### config.mk
export PLATFORM = sky130hd
export DESIGN_NAME = alu_issue_stage
export DESIGN_NICKNAME = d
export VERILOG_FILES = /design/src/rtl/alu_issue_stage.sv
export SDC_FILE = /design/constraint.sdc
export NUM_CORES = 1
export LEC_CHECK = 0
export CAP_MARGIN = 40
export CORE_MARGIN = 2
export CORE_UTILIZATION = 48
export CTS_CLUSTER_DIAMETER = 30
export DETAILED_ROUTE_END_ITERATION = 12
export PLACE_DENSITY = 0.95
export SLEW_MARGIN = 10
export SYNTH_ARGS = -nofsm -noshare
export SYNTH_HDL_FRONTEND = slang
export SYNTH_SLANG_ARGS = --single-unit
### constraint.sdc
create_clock -name i_clk -period 4.04 [get_ports i_clk]
set_input_delay 0.404 -clock i_clk [delete_from_list [all_inputs] [get_ports i_clk]]
set_output_delay 0.404 -clock i_clk [all_outputs]
set_load 0.01 [all_outputs]
### src/rtl/alu_issue_stage.sv
// Issue-stage register in front of the 32-bit ALU: decodes ALU control, selects and
// forwards operands, and keeps held operands fresh while the ALU stage stalls.
module alu_issue_stage #(
    parameter int unsigned RA_W = 5
) (
    input  logic            i_clk,
    input  logic            i_rst,
    input  logic            i_valid,
    output logic            o_ready,
    input  logic [31:0]     i_rs_data,
    input  logic [31:0]     i_rt_data,
    input  logic [RA_W-1:0] i_rs_addr,
    input  logic [RA_W-1:0] i_rt_addr,
    input  logic [RA_W-1:0] i_rd_addr,
    input  logic [15:0]     i_imm,
    input  logic            i_alu_src,
    input  logic [1:0]      i_alu_op,
    input  logic [5:0]      i_funct,
    input  logic            i_reg_write,
    input  logic            i_flush,
    input  logic            i_exmem_we,
    input  logic [RA_W-1:0] i_exmem_rd,
    input  logic [31:0]     i_exmem_data,
    input  logic            i_memwb_we,
    input  logic [RA_W-1:0] i_memwb_rd,
    input  logic [31:0]     i_memwb_data,
    input  logic            i_ex_ready,
    output logic            o_valid,
    output logic [31:0]     o_op1,
    output logic [31:0]     o_op2,
    output logic [3:0]      o_control,
    output logic [RA_W-1:0] o_rd_addr,
    output logic            o_reg_write,
    output logic            o_illegal
);

    localparam int unsigned WIDTH = 32;

    logic [RA_W-1:0]  rs_addr_q;
    logic [RA_W-1:0]  rt_addr_q;
    logic             alu_src_q;

    logic [3:0]       ctrl_d;
    logic             illegal_d;
    logic [WIDTH-1:0] imm_ext;
    logic [WIDTH-1:0] rs_fwd;
    logic [WIDTH-1:0] rt_fwd;
    logic [WIDTH-1:0] op1_refresh;
    logic [WIDTH-1:0] op2_refresh;
    logic             load;

    // EX/MEM wins over MEM/WB; register 0 is never forwarded.
    function automatic logic [WIDTH-1:0] fwd(input logic [RA_W-1:0] addr,
                                             input logic [WIDTH-1:0] dflt);
        logic [WIDTH-1:0] r;
        r = dflt;
        if (addr != '0) begin
            if (i_exmem_we && (i_exmem_rd == addr))
                r = i_exmem_data;
            else if (i_memwb_we && (i_memwb_rd == addr))
                r = i_memwb_data;
        end
        return r;
    endfunction

    always_comb begin
        ctrl_d    = 4'b0010;
        illegal_d = 1'b0;
        case (i_alu_op)
            2'b00: ctrl_d = 4'b0010;
            2'b01: ctrl_d = 4'b0110;
            2'b11: ctrl_d = 4'b0001;
            default: begin
                case (i_funct)
                    6'b100000, 6'b100001: ctrl_d = 4'b0010;
                    6'b100010, 6'b100011: ctrl_d = 4'b0110;
                    6'b100100:            ctrl_d = 4'b0000;
                    6'b100101:            ctrl_d = 4'b0001;
                    6'b100111:            ctrl_d = 4'b1100;
                    6'b101010:            ctrl_d = 4'b0111;
                    default: begin
                        ctrl_d    = 4'b0010;
                        illegal_d = 1'b1;
                    end
                endcase
            end
        endcase
    end

    always_comb begin
        imm_ext     = (i_alu_op == 2'b11) ? {16'h0000, i_imm} : {{16{i_imm[15]}}, i_imm};
        rs_fwd      = fwd(i_rs_addr, i_rs_data);
        rt_fwd      = fwd(i_rt_addr, i_rt_data);
        // Held operands are refreshed from the stored source addresses; immediates are left alone.
        op1_refresh = fwd(rs_addr_q, o_op1);
        op2_refresh = alu_src_q ? o_op2 : fwd(rt_addr_q, o_op2);
    end

    assign o_ready = ~o_valid | i_ex_ready;
    assign load    = i_valid & o_ready & ~i_flush;

    always_ff @(posedge i_clk) begin
        if (i_rst) begin
            o_valid     <= 1'b0;
            o_op1       <= '0;
            o_op2       <= '0;
            o_control   <= 4'b0010;
            o_rd_addr   <= '0;
            o_reg_write <= 1'b0;
            o_illegal   <= 1'b0;
            rs_addr_q   <= '0;
            rt_addr_q   <= '0;
            alu_src_q   <= 1'b0;
        end else if (i_flush) begin
            o_valid <= 1'b0;
        end else if (load) begin
            o_valid     <= 1'b1;
            o_op1       <= rs_fwd;
            o_op2       <= i_alu_src ? imm_ext : rt_fwd;
            o_control   <= ctrl_d;
            o_rd_addr   <= i_rd_addr;
            o_reg_write <= i_reg_write & ~illegal_d;
            o_illegal   <= illegal_d;
            rs_addr_q   <= i_rs_addr;
            rt_addr_q   <= i_rt_addr;
            alu_src_q   <= i_alu_src;
        end else if (o_ready) begin
            o_valid <= 1'b0;
        end else begin
            o_op1 <= op1_refresh;
            o_op2 <= op2_refresh;
        end
    end

endmodule

; ---- Word-level counts from Yosys, hierarchy flattened
; Cells that the tools add are included.
[totals]
register_bits = 87
output_inout_bits = 77
in_bits = 186
word_cells = 87
[op_classes]
reduce_logical = 25
n_mux = 25
n_bitwise = 7
n_eq_ne = 20
[ops]
columns = cell, n
row1 = 32-bit two-way mux, 19
row2 = 6-bit equality test (second input constant), 8
row3 = 5-bit equality test, 8
row4 = 4-bit case mux with 5 select lines, 1
row5 = 5-bit nonzero test, 4
row6 = 4-bit case mux with 3 select lines, 1
row7 = 1-bit logical AND, 8
row8 = 8-bit OR reduction, 1
row9 = 2-bit nonzero test, 3
row10 = 3-bit nonzero test, 2
row11 = 5-bit AND reduction, 1
row12 = 1-bit two-way mux, 4
row13 = 2-bit by 1-bit inequality test with 1-bit output (second input constant), 2
row14 = 4-bit AND reduction, 1
row15 = 2-bit OR reduction, 2
row16 = 1-bit bitwise AND, 3
row17 = 1-bit inverter, 3
row18 = 3-bit OR reduction, 1
row19 = 2-bit by 1-bit equality test with 1-bit output (second input constant), 1
row20 = 2-bit equality test (second input constant), 1
row21 = 2-bit zero test, 1
row22 = 2-bit AND reduction, 1
row23 = 1-bit OR, 1

; ---- Longest topological paths before layout
; Gate-level depths: netlist of run 1.
[depth]
depth_word = 8
mapped_depth = 9
depth_no_buf = 6

; ---- Worst setup path before layout of run 1
; No wires, ideal clock.
[synth_timing]
path_type = input to register
startpoint = input port i_memwb_rd[1]
endpoint = register o_op2[17]
setup_ns = 0.116
path_buffers = 3
required_ns = 3.924
arrival_time_ns = 1.985
stages = 9
slack_ns = 1.939
path_cell_list = clkbuf_1 xnor2_1 and4_1 clkbuf_1 clkbuf_1 a21oi_1 a311oi_1 o21ai_0 a31o_1
[synth_via]
elab_chain_len = 7
elab_cells_between_ends = 11
cone_classes = eq/ne: 2 / mux: 5 / reduce/logical: 4
[synth_lines]
columns = element, line
row1 = start: declaration, 25  ; input logic [RA_W-1:0] i_memwb_rd,
row2 = 5-bit equality test, 60  ; else if (i_memwb_we && (i_memwb_rd == addr))
row3 = 1-bit logical AND, 60
row4 = 32-bit two-way mux, 60
row5 = 32-bit two-way mux, 58  ; if (i_exmem_we && (i_exmem_rd == addr))
row6 = 32-bit two-way mux, 57  ; if (addr != '0) begin
row7 = 32-bit two-way mux, 119  ; o_op2 <= i_alu_src ? imm_ext : rt_fwd;
row8 = 32-bit two-way mux, 116  ; end else if (load) begin
row9 = end signal: assignment, 119
row10 = end signal: assignment, 131  ; o_op2 <= op2_refresh;
row11 = end: declaration, 30  ; output logic [31:0] o_op2,
; Several ways; a longest one is shown, not always the timed one.
; A chain may end at the register's enable or synchronous reset.

; ---- Worst setup path in the final report of run 1
[layout_timing]
startpoint = input port i_exmem_rd[3]
endpoint = register o_op2[5]
[layout_via]
elab_chain_len = 7
elab_cells_between_ends = 14
cone_classes = eq/ne: 2 / mux: 8 / reduce/logical: 4
[layout_lines]
columns = element, line
row1 = start: declaration, 22  ; input logic [RA_W-1:0] i_exmem_rd,
row2 = 5-bit equality test, 58
row3 = 1-bit logical AND, 58
row4 = 32-bit two-way mux, 58
row5 = 32-bit two-way mux, 57
row6 = 32-bit two-way mux, 96  ; op2_refresh = alu_src_q ? o_op2 : fwd(rt_addr_q, o_op2);
row7 = 32-bit two-way mux, 127  ; end else if (o_ready) begin
row8 = 32-bit two-way mux, 116
; Several ways; a longest one is shown, not always the timed one. The select of a mux whose other input is x is not followed.

==> results of run 1 <==
[stage by stage]
stage	setup WS, ps	instance area, um2
after global routing	878	9740
after floorplan	1940	6700
after global placement	891	9400
after detailed placement	757	9440
after CTS	1100	9740
final	1060	9740
[critical path: cells and delay by family]
kind	cells	cell delay, ps
and+or+nand+nor	2	800
xor gates and xnor gates	1	150
buffers and inverters	1	620
AOI/OAI and AO/OA	3	1220
[worst min path at each step]
stage | from | cells after the start | to
4_1_cts | o_rd_addr[0]$_SDFFE_PP0P_ | 2 | o_rd_addr[0]$_SDFFE_PP0P_
3_3_place_gp | o_rd_addr[1]$_SDFFE_PP0P_ | 2 | o_rd_addr[1]$_SDFFE_PP0P_
6_report | o_rd_addr[0]$_SDFFE_PP0P_ | 2 | o_rd_addr[0]$_SDFFE_PP0P_
5_1_grt | o_op1[28]$_SDFFE_PP0P_ | 1 | o_op1[28]$_SDFFE_PP0P_
3_5_place_dp | o_rd_addr[0]$_SDFFE_PP0P_ | 2 | o_rd_addr[0]$_SDFFE_PP0P_
2_1_floorplan | alu_src_q$_SDFFE_PP0P_ | 2 | alu_src_q$_SDFFE_PP0P_
[cells in the final DEF, fill, tap and decap left out, types with 20 or more instances in the layout]
master             n
nor2_1            60
xor2_1            22
nand3_1           33
mux2i_1           33
clkdlybuf4s50_1  260
inv_1             23
nand2_1          151
a21oi_1          130
a31o_1            20
buf_4             22
a311oi_1          31
dfxtp_1           87
a32o_1            31
o21ai_0           35
or3_1             32
[layout make-up]
type	count	area [um2]
sequential	87	1740
tap	180	225
multi-input combinational	734	4530
clock buffer	13	250
timing repair buffer	288	2860
inverter	23	86.3
clock inverter	3	42.5
fill	1113	4040
[state kept, by name, summed over array words and instances, names as in the netlist]
name and flops:
o_op2 32, o_illegal 1, rt_addr_q 5, o_valid 1, rs_addr_q 5, o_rd_addr 5, alu_src_q 1, o_op1 32
o_reg_write 1, o_control 4
[power breakdown]
group | switching [W] | internal, W | leakage (nW)
clock | 0.000354 | 0.000497 | 0.140
sequential | 0.0000276 | 0.000899 | 0.710
combinational | 0.000347 | 0.000364 | 2.55
total | 0.000729 | 0.00176 | 3.40
[routing by layer]
metal	up-vias	wire length, um	global-route usage [%]
li1	3840	-	-
met5	-	0	0
met2	609	12500	57.2
met1	3852	9820	40.9
met3	141	2890	9.60
met4	0	1450	19.5
[kinds of logic after synthesis]
kind of cell | after synthesis
AOI/OAI and AO/OA | 313
muxes | 34
buffers and inverters | 117
DFF | 87
xor gates and xnor gates | 40
and+or+nand+nor | 347
==> reports/metrics.csv, run 1 <==
stage,metric,value,unit
sta,WHS,453,ps
synthesis,Synth Area in Simple Gates,24.7,%
clock_tree,total CTS buffers,9,
synthesis,sequential fraction of the synthesis area,26.0,%
critical_path,"reg-to-reg slack, setup",1310,ps
layout,nets,1329,
clock_tree,CTS Buffer Depth,2,
critical_path,CP endpoint,o_op2[5]$_SDFFE_PP0P_,
critical_path,CP max FO,19,
routing,initial DRC count,1225,
clock_tree,CTS H-Tree Depth,3,
routing,post-DR vias/cell,6.36,
critical_path,crit path kind,input port to register,
global_routing,largest net degree at the start of global routing,76,
critical_path,CP max stage delay,740,ps
global_routing,initial antenna violation count,0,
floorplanning,IO Pins,263,
pwr,post-layout total power,0.00249,W
floorplanning,die width,122,um
critical_path,reg2reg end,o_op1[11]$_SDFFE_PP0P_,
clock_tree,post-CTS sizing,0,
critical_path,reg2reg start,rs_addr_q[2]$_SDFFE_PP0P_,
synthesis,cell with the most instances after synthesis,nand2_1,
clock_tree,clk sink count,87,
clock_tree,total setup buffers inserted after CTS,0,
synthesis,commonest cells in the netlist,"152 x nand2_1, 131 x a21oi_1, 87 x dfxtp_1",
synthesis,Synth Area in Compound Gates,31.7,%
synthesis,Yosys reg bits,87,
clock_tree,Skew-Pair Late Insertion Delay,340,ps
synthesis,xor and xnor area share after synthesis,5.23,%
placed_design,Placed Cells,1312,
pwr,P per Cell Area,256,nW/um2
synthesis,dominant cell type by area after synthesis,dfxtp_1,
synthesis,Unique masters post-synth,55,
placed_design,routability-driven placement congestion ratio,1.02,
floorplanning,die area,14900,um2
synthesis,Post-synth top flop,dfxtp_1,
synthesis,syn_nets,1124,
sta,RSZ-0062 raised after global routing,false,
routing,Post-route DRC,0,
synthesis,Synth area leaders,"dfxtp_1 26%, a21oi_1 9.8%, nand2_1 8.5%, mux2i_1 4.9%, a32o_1 4.6%",
floorplanning,Chip Height,122,um
run,Max-Cap Viols,0,
synthesis,mean post-synth cell area,7.14,um2
layout,Synth-to-Final Area Change,45.3,%
sta,# setup viols final,0,
synthesis,Mapped Cells,938,
synthesis,adder-cell share of the synthesized area,0,%
critical_path,"Cell Chain, Critical Path","clkdlybuf4s50_1, xor2_1, nor4_4, nand2_2, a21oi_2, o211ai_1, a311oi_1",
global_routing,vias in the first global route,8298,
sta,Max transition margin,46.2,%
sta,Worst Tran Pin Value,807,ps
critical_path,Worst Setup End Kind,register,
critical_path,slowest library cell on the worst path,a21oi_2,
floorplanning,Cell Rows,43,
clock_tree,"CTS clk-pin slew, worst paths",60,ps
sta,Final Cycle Share,73.8,%
routing,post-route ant nets,0,
clock_tree,hold buffers post-CTS,0,
layout,layout cell share with drive strength beyond 1,5.92,%
layout,Antenna Cells,0,
pwr,maximum vdd drop,245,uV
status,status,"complete, no violations",
global_routing,global-route wire length before repair,41300,um
routing,Detailed Route WL,26700,um
synthesis,Synth top area share,26.0,%
placed_design,buffers added on ports,262,
critical_path,CP Launch Type,input port,
critical_path,CP startpoint,i_exmem_rd[3],
synthesis,mux cell area share after synthesis,5.10,%
layout,final non-filler cell total,1328,
synthesis,Ys Warns,0,
sta,min Tclk post-route,2980,ps
sta,count of final hold-check violations,0,
routing,DR WL/cell,20.1,um
clock_tree,TritonCTS clock tree,built,
hold_path,hold crit path type,register to register,
sta,post-route setup TNS,0,ps
synthesis,cell area after synthesis,6700,um2
sta,worst clock skew,6.17,ps
floorplanning,Core Area,13800,um2
sta,Final Max Tran Viols,0,
routing,DRT Pass-1 Iters,7,
synthesis,Post-synth EDFFs,0,
placed_design,Final HPWL DP,18800,um
synthesis,"FFs w/ async S/R, synth",0,%
pwr,Static Leak,3.40,nW
synthesis,largest family of logic cells by synthesized area,compound AO/OA/AOI/OAI gates,
critical_path,WP data arrival,3220,ps
routing,via count,8442,
clock_tree,root buffer cell,clkbuf_16,
layout,post-layout util,70.7,%
critical_path,Critical Path RT,4280,ps
floorplanning,Initial Utilization,48.6,%
critical_path,R2R depth,7,
global_routing,GRT overflow,0,
sta,Max Freq,0.335,GHz
global_routing,GRT Total Usage,34.8,%
No activity file was read; power rests on OpenSTA's default activity.
==> run 2, diff against run 1 <==
--- a/config.mk
+++ b/config.mk
@@ -7,10 +7,10 @@
 export LEC_CHECK = 0
 export CAP_MARGIN = 40
 export CORE_MARGIN = 2
-export CORE_UTILIZATION = 48
+export CORE_UTILIZATION = 45
 export CTS_CLUSTER_DIAMETER = 30
 export DETAILED_ROUTE_END_ITERATION = 12
-export PLACE_DENSITY = 0.95
+export PLACE_DENSITY = 0.9
 export SLEW_MARGIN = 10
 export SYNTH_ARGS = -nofsm -noshare
 export SYNTH_HDL_FRONTEND = slang
==> constraint.sdc (replaced) <==
create_clock -name i_clk -period 3 [get_ports i_clk]
set_input_delay 0.3 -clock i_clk [delete_from_list [all_inputs] [get_ports i_clk]]
set_output_delay 0.3 -clock i_clk [all_outputs]
set_load 0.01 [all_outputs]
==> run 2 against run 1 <==
Die area increased by 6.4%. Critical path type is now register to register. Utilization shrank 2.8 points. Critical path depth up 1. Clock power grew 34%. Largest power group unchanged. Register-to-register slack worse by 710 ps. Power grew 35%. Global-route usage fell by 2.8 points. Sequential cell count unchanged. Via count decreased by 1.3%. Worst hold slack got worse by 210 ps.
==> reports/metrics.csv, run 2 (synthesis results as in run 1) <==
stage,metric,value,unit,change
routing,Post-route DRC,0,,unchanged
clock_tree,CTS Buffer Depth,2,,unchanged
clock_tree,TritonCTS clock tree,built,,
sta,Max Freq,0.416,GHz,
clock_tree,CTS H-Tree Depth,3,,unchanged
clock_tree,root buffer cell,clkbuf_16,,
layout,FILL cells,1205,,+8.3%
placed_design,buffers added on ports,262,,unchanged
floorplanning,Core Area,14500,um2,+5.5%
layout,most frequent cells in the layout,"260 x clkdlybuf4s50_1, 151 x nand2_1, 130 x a21oi_1",,
layout,area occupied by registers,1740,um2,unchanged
layout,most common library cell in the layout ignoring fill and taps,clkdlybuf4s50_1,,
pwr,power share of the combinational group,28.9,%,+0.3 points
pwr,Static Leak,3.45,nW,+1.6%
critical_path,Worst Setup End Kind,register,,
global_routing,initial antenna violation count,2,,+2
sta,RSZ-0062 raised after global routing,false,,
sta,# setup viols final,0,,unchanged
critical_path,R2R depth,8,,+1
critical_path,WP data arrival,2640,ps,-580 ps
sta,post-route setup TNS,0,ps,unchanged
hold_path,hold depth,2,,unchanged
floorplanning,Initial Utilization,46.1,%,-2.5 points
global_routing,GRT Total Usage,32.1,%,-2.8 points
sta,count of final hold-check violations,0,,unchanged
layout,final instance area,9870,um2,+1.3%
routing,post-route ant nets,0,,unchanged
clock_tree,post-CTS sizing,0,,unchanged
floorplanning,Chip Height,126,um,+3.2%
pwr,Sequential Power Share,37.2,%,about the same
pwr,Clk pwr share,33.9,%,-0.3 points
critical_path,CP Launch Type,register,,
clock_tree,"CTS clk-pin slew, worst paths",70,ps,about the same
floorplanning,die width,126,um,+3.2%
global_routing,GRT overflow,0,,unchanged
pwr,P per Cell Area,340,nW/um2,+33%
layout,Antenna Cells,0,,unchanged
routing,initial DRC count,966,,-21%
critical_path,slowest library cell on the worst path,or4_1,,
critical_path,CP max FO,19,,unchanged
critical_path,Critical Path RT,3240,ps,-1040 ps
clock_tree,hold buffers post-CTS,0,,unchanged
sta,worst clock skew,7.67,ps,+1.50 ps
pwr,maximum vdd drop,237,uV,-3.4%
sta,min Tclk post-route,2400,ps,
layout,post-layout util,67.9,%,-2.8 points
clock_tree,total CTS buffers,9,,unchanged
floorplanning,Cell Rows,44,,+2.3%
layout,layout cell share with drive strength beyond 1,6.67,%,+0.75 points
run,Max-Cap Viols,0,,unchanged
global_routing,global-route wire length before repair,41600,um,+0.62%
clock_tree,total setup buffers inserted after CTS,0,,unchanged
routing,Detailed Route WL,26600,um,-0.16%
placed_design,pre-CTS WS,277,ps,-480 ps
sta,Final Cycle Share,80.1,%,
placed_design,routability-driven placement congestion ratio,0.921,,-9.6%
layout,Regs by FF count,"o_op1 (32), o_op2 (32)",,
routing,DR WL/cell,19.9,um,-0.91%
pwr,switching share of power,29.3,%,+0.051 points
hold_path,hold crit path type,input port to register,,
sta,Worst Tran Pin Value,774,ps,-33.1 ps
critical_path,CP max stage delay,520,ps,-220 ps
layout,area of the multi-input gates,4530,um2,unchanged
sta,Max transition margin,48.4,%,+2.2 points
placed_design,dpl cell area,9580,um2,+1.4%
layout,Synth-to-Final Area Change,47.3,%,
status,status,"complete, no violations",,
clock_tree,clk sink count,87,,unchanged
floorplanning,IO Pins,263,,unchanged
routing,post-DR vias/cell,6.23,,-2.0%
layout,nets,1337,,+0.60%
floorplanning,die area,15900,um2,+6.4%
global_routing,largest net degree at the start of global routing,69,,-9.2%
critical_path,crit path kind,register to register,,
routing,DRT Pass-1 Iters,6,,-1
critical_path,"Cell Chain, Critical Path","or4_1, nor2_1, o41ai_1, buf_4, o21ai_4, buf_16, a21oi_1, a32o_1",,
global_routing,vias in the first global route,7917,,-4.6%
pwr,sw power,0.000984,W,+35%
placed_design,Final HPWL DP,18200,um,-2.8%
sta,Final Max Tran Viols,0,,unchanged
clock_tree,Skew-Pair Late Insertion Delay,350,ps,about the same
sta,fin worst setup slack,598,ps,-460 ps
routing,via count,8335,,-1.3%
pwr,Int Pwr,0.00237,W,+35%
==> run 2: cell count changes in the layout (fill, tap and decap cells not counted) <==
cell	delta
buf_12	+6
buf_4	+3
clkbuf_1	-3
buf_6	-1
clkinv_2	+1
==> run 2: final cells by class <==
class                           instances  share of cell area (%)
Multi-Input combinational cell        734                    45.9
Clock buffer                           10                    2.42
Timing Repair Buffer                  296                    30.3
Clock inverter                          4                   0.482
Sequential cell                        87                    17.7
Inverter                               23                   0.875
Tap cell                              184                    2.33
==> run 2: metrics by stage <==
stage | instances | hold slack, ps | total power, W
global placement | 1322 | 442 | 0.00221
global route | 1338 | 255 | 0.00348
floorplan | 938 | 436 | 0.00170
CTS | 1338 | 220 | 0.00336
finish | 1338 | 239 | 0.00335
detailed placement | 1324 | 448 | 0.00222
==> run 2: worst paths after layout <==
path                                   from                        end  slack, ps
setup / recovery  rs_addr_q[0]$_SDFFE_PP0P_      o_op1[0]$_SDFFE_PP0P_        600
setup reg to reg  rs_addr_q[0]$_SDFFE_PP0P_      o_op1[0]$_SDFFE_PP0P_        600
hold reg to reg   o_rd_addr[1]$_SDFFE_PP0P_  o_rd_addr[1]$_SDFFE_PP0P_        460
hold / removal                        i_rst  rs_addr_q[2]$_SDFFE_PP0P_        240
==> run 2: power by group through the flow <==
stage                     registers [W]  logic [W]  clock network (W)
after global placement          0.00127   0.000937                  0
after detailed placement        0.00127   0.000953                  0
after global routing            0.00125    0.00104            0.00119
after floorplan                 0.00129   0.000408                  0
after CTS                       0.00125   0.000958            0.00115
final                           0.00125   0.000969            0.00114
==> run 2: critical path: cells and delay by family (launching register included) <==
kind                   cells  cell delay, ps
buffers and inverters      2             380
AO/OA/AOI/OAI              4             870
AND/OR/NAND/NOR            2             660
flip-flops                 1             350
==> run 2: metal layers <==
metal  vias to the layer above  GRT usage [%]  share of wire (%)
met5                         -              0               0.11
met3                        94           8.41                 10
met2                       539           52.7                 47
met4                         4           13.8                3.5
li1                       3861              -                  -
met1                      3837           39.7                 39
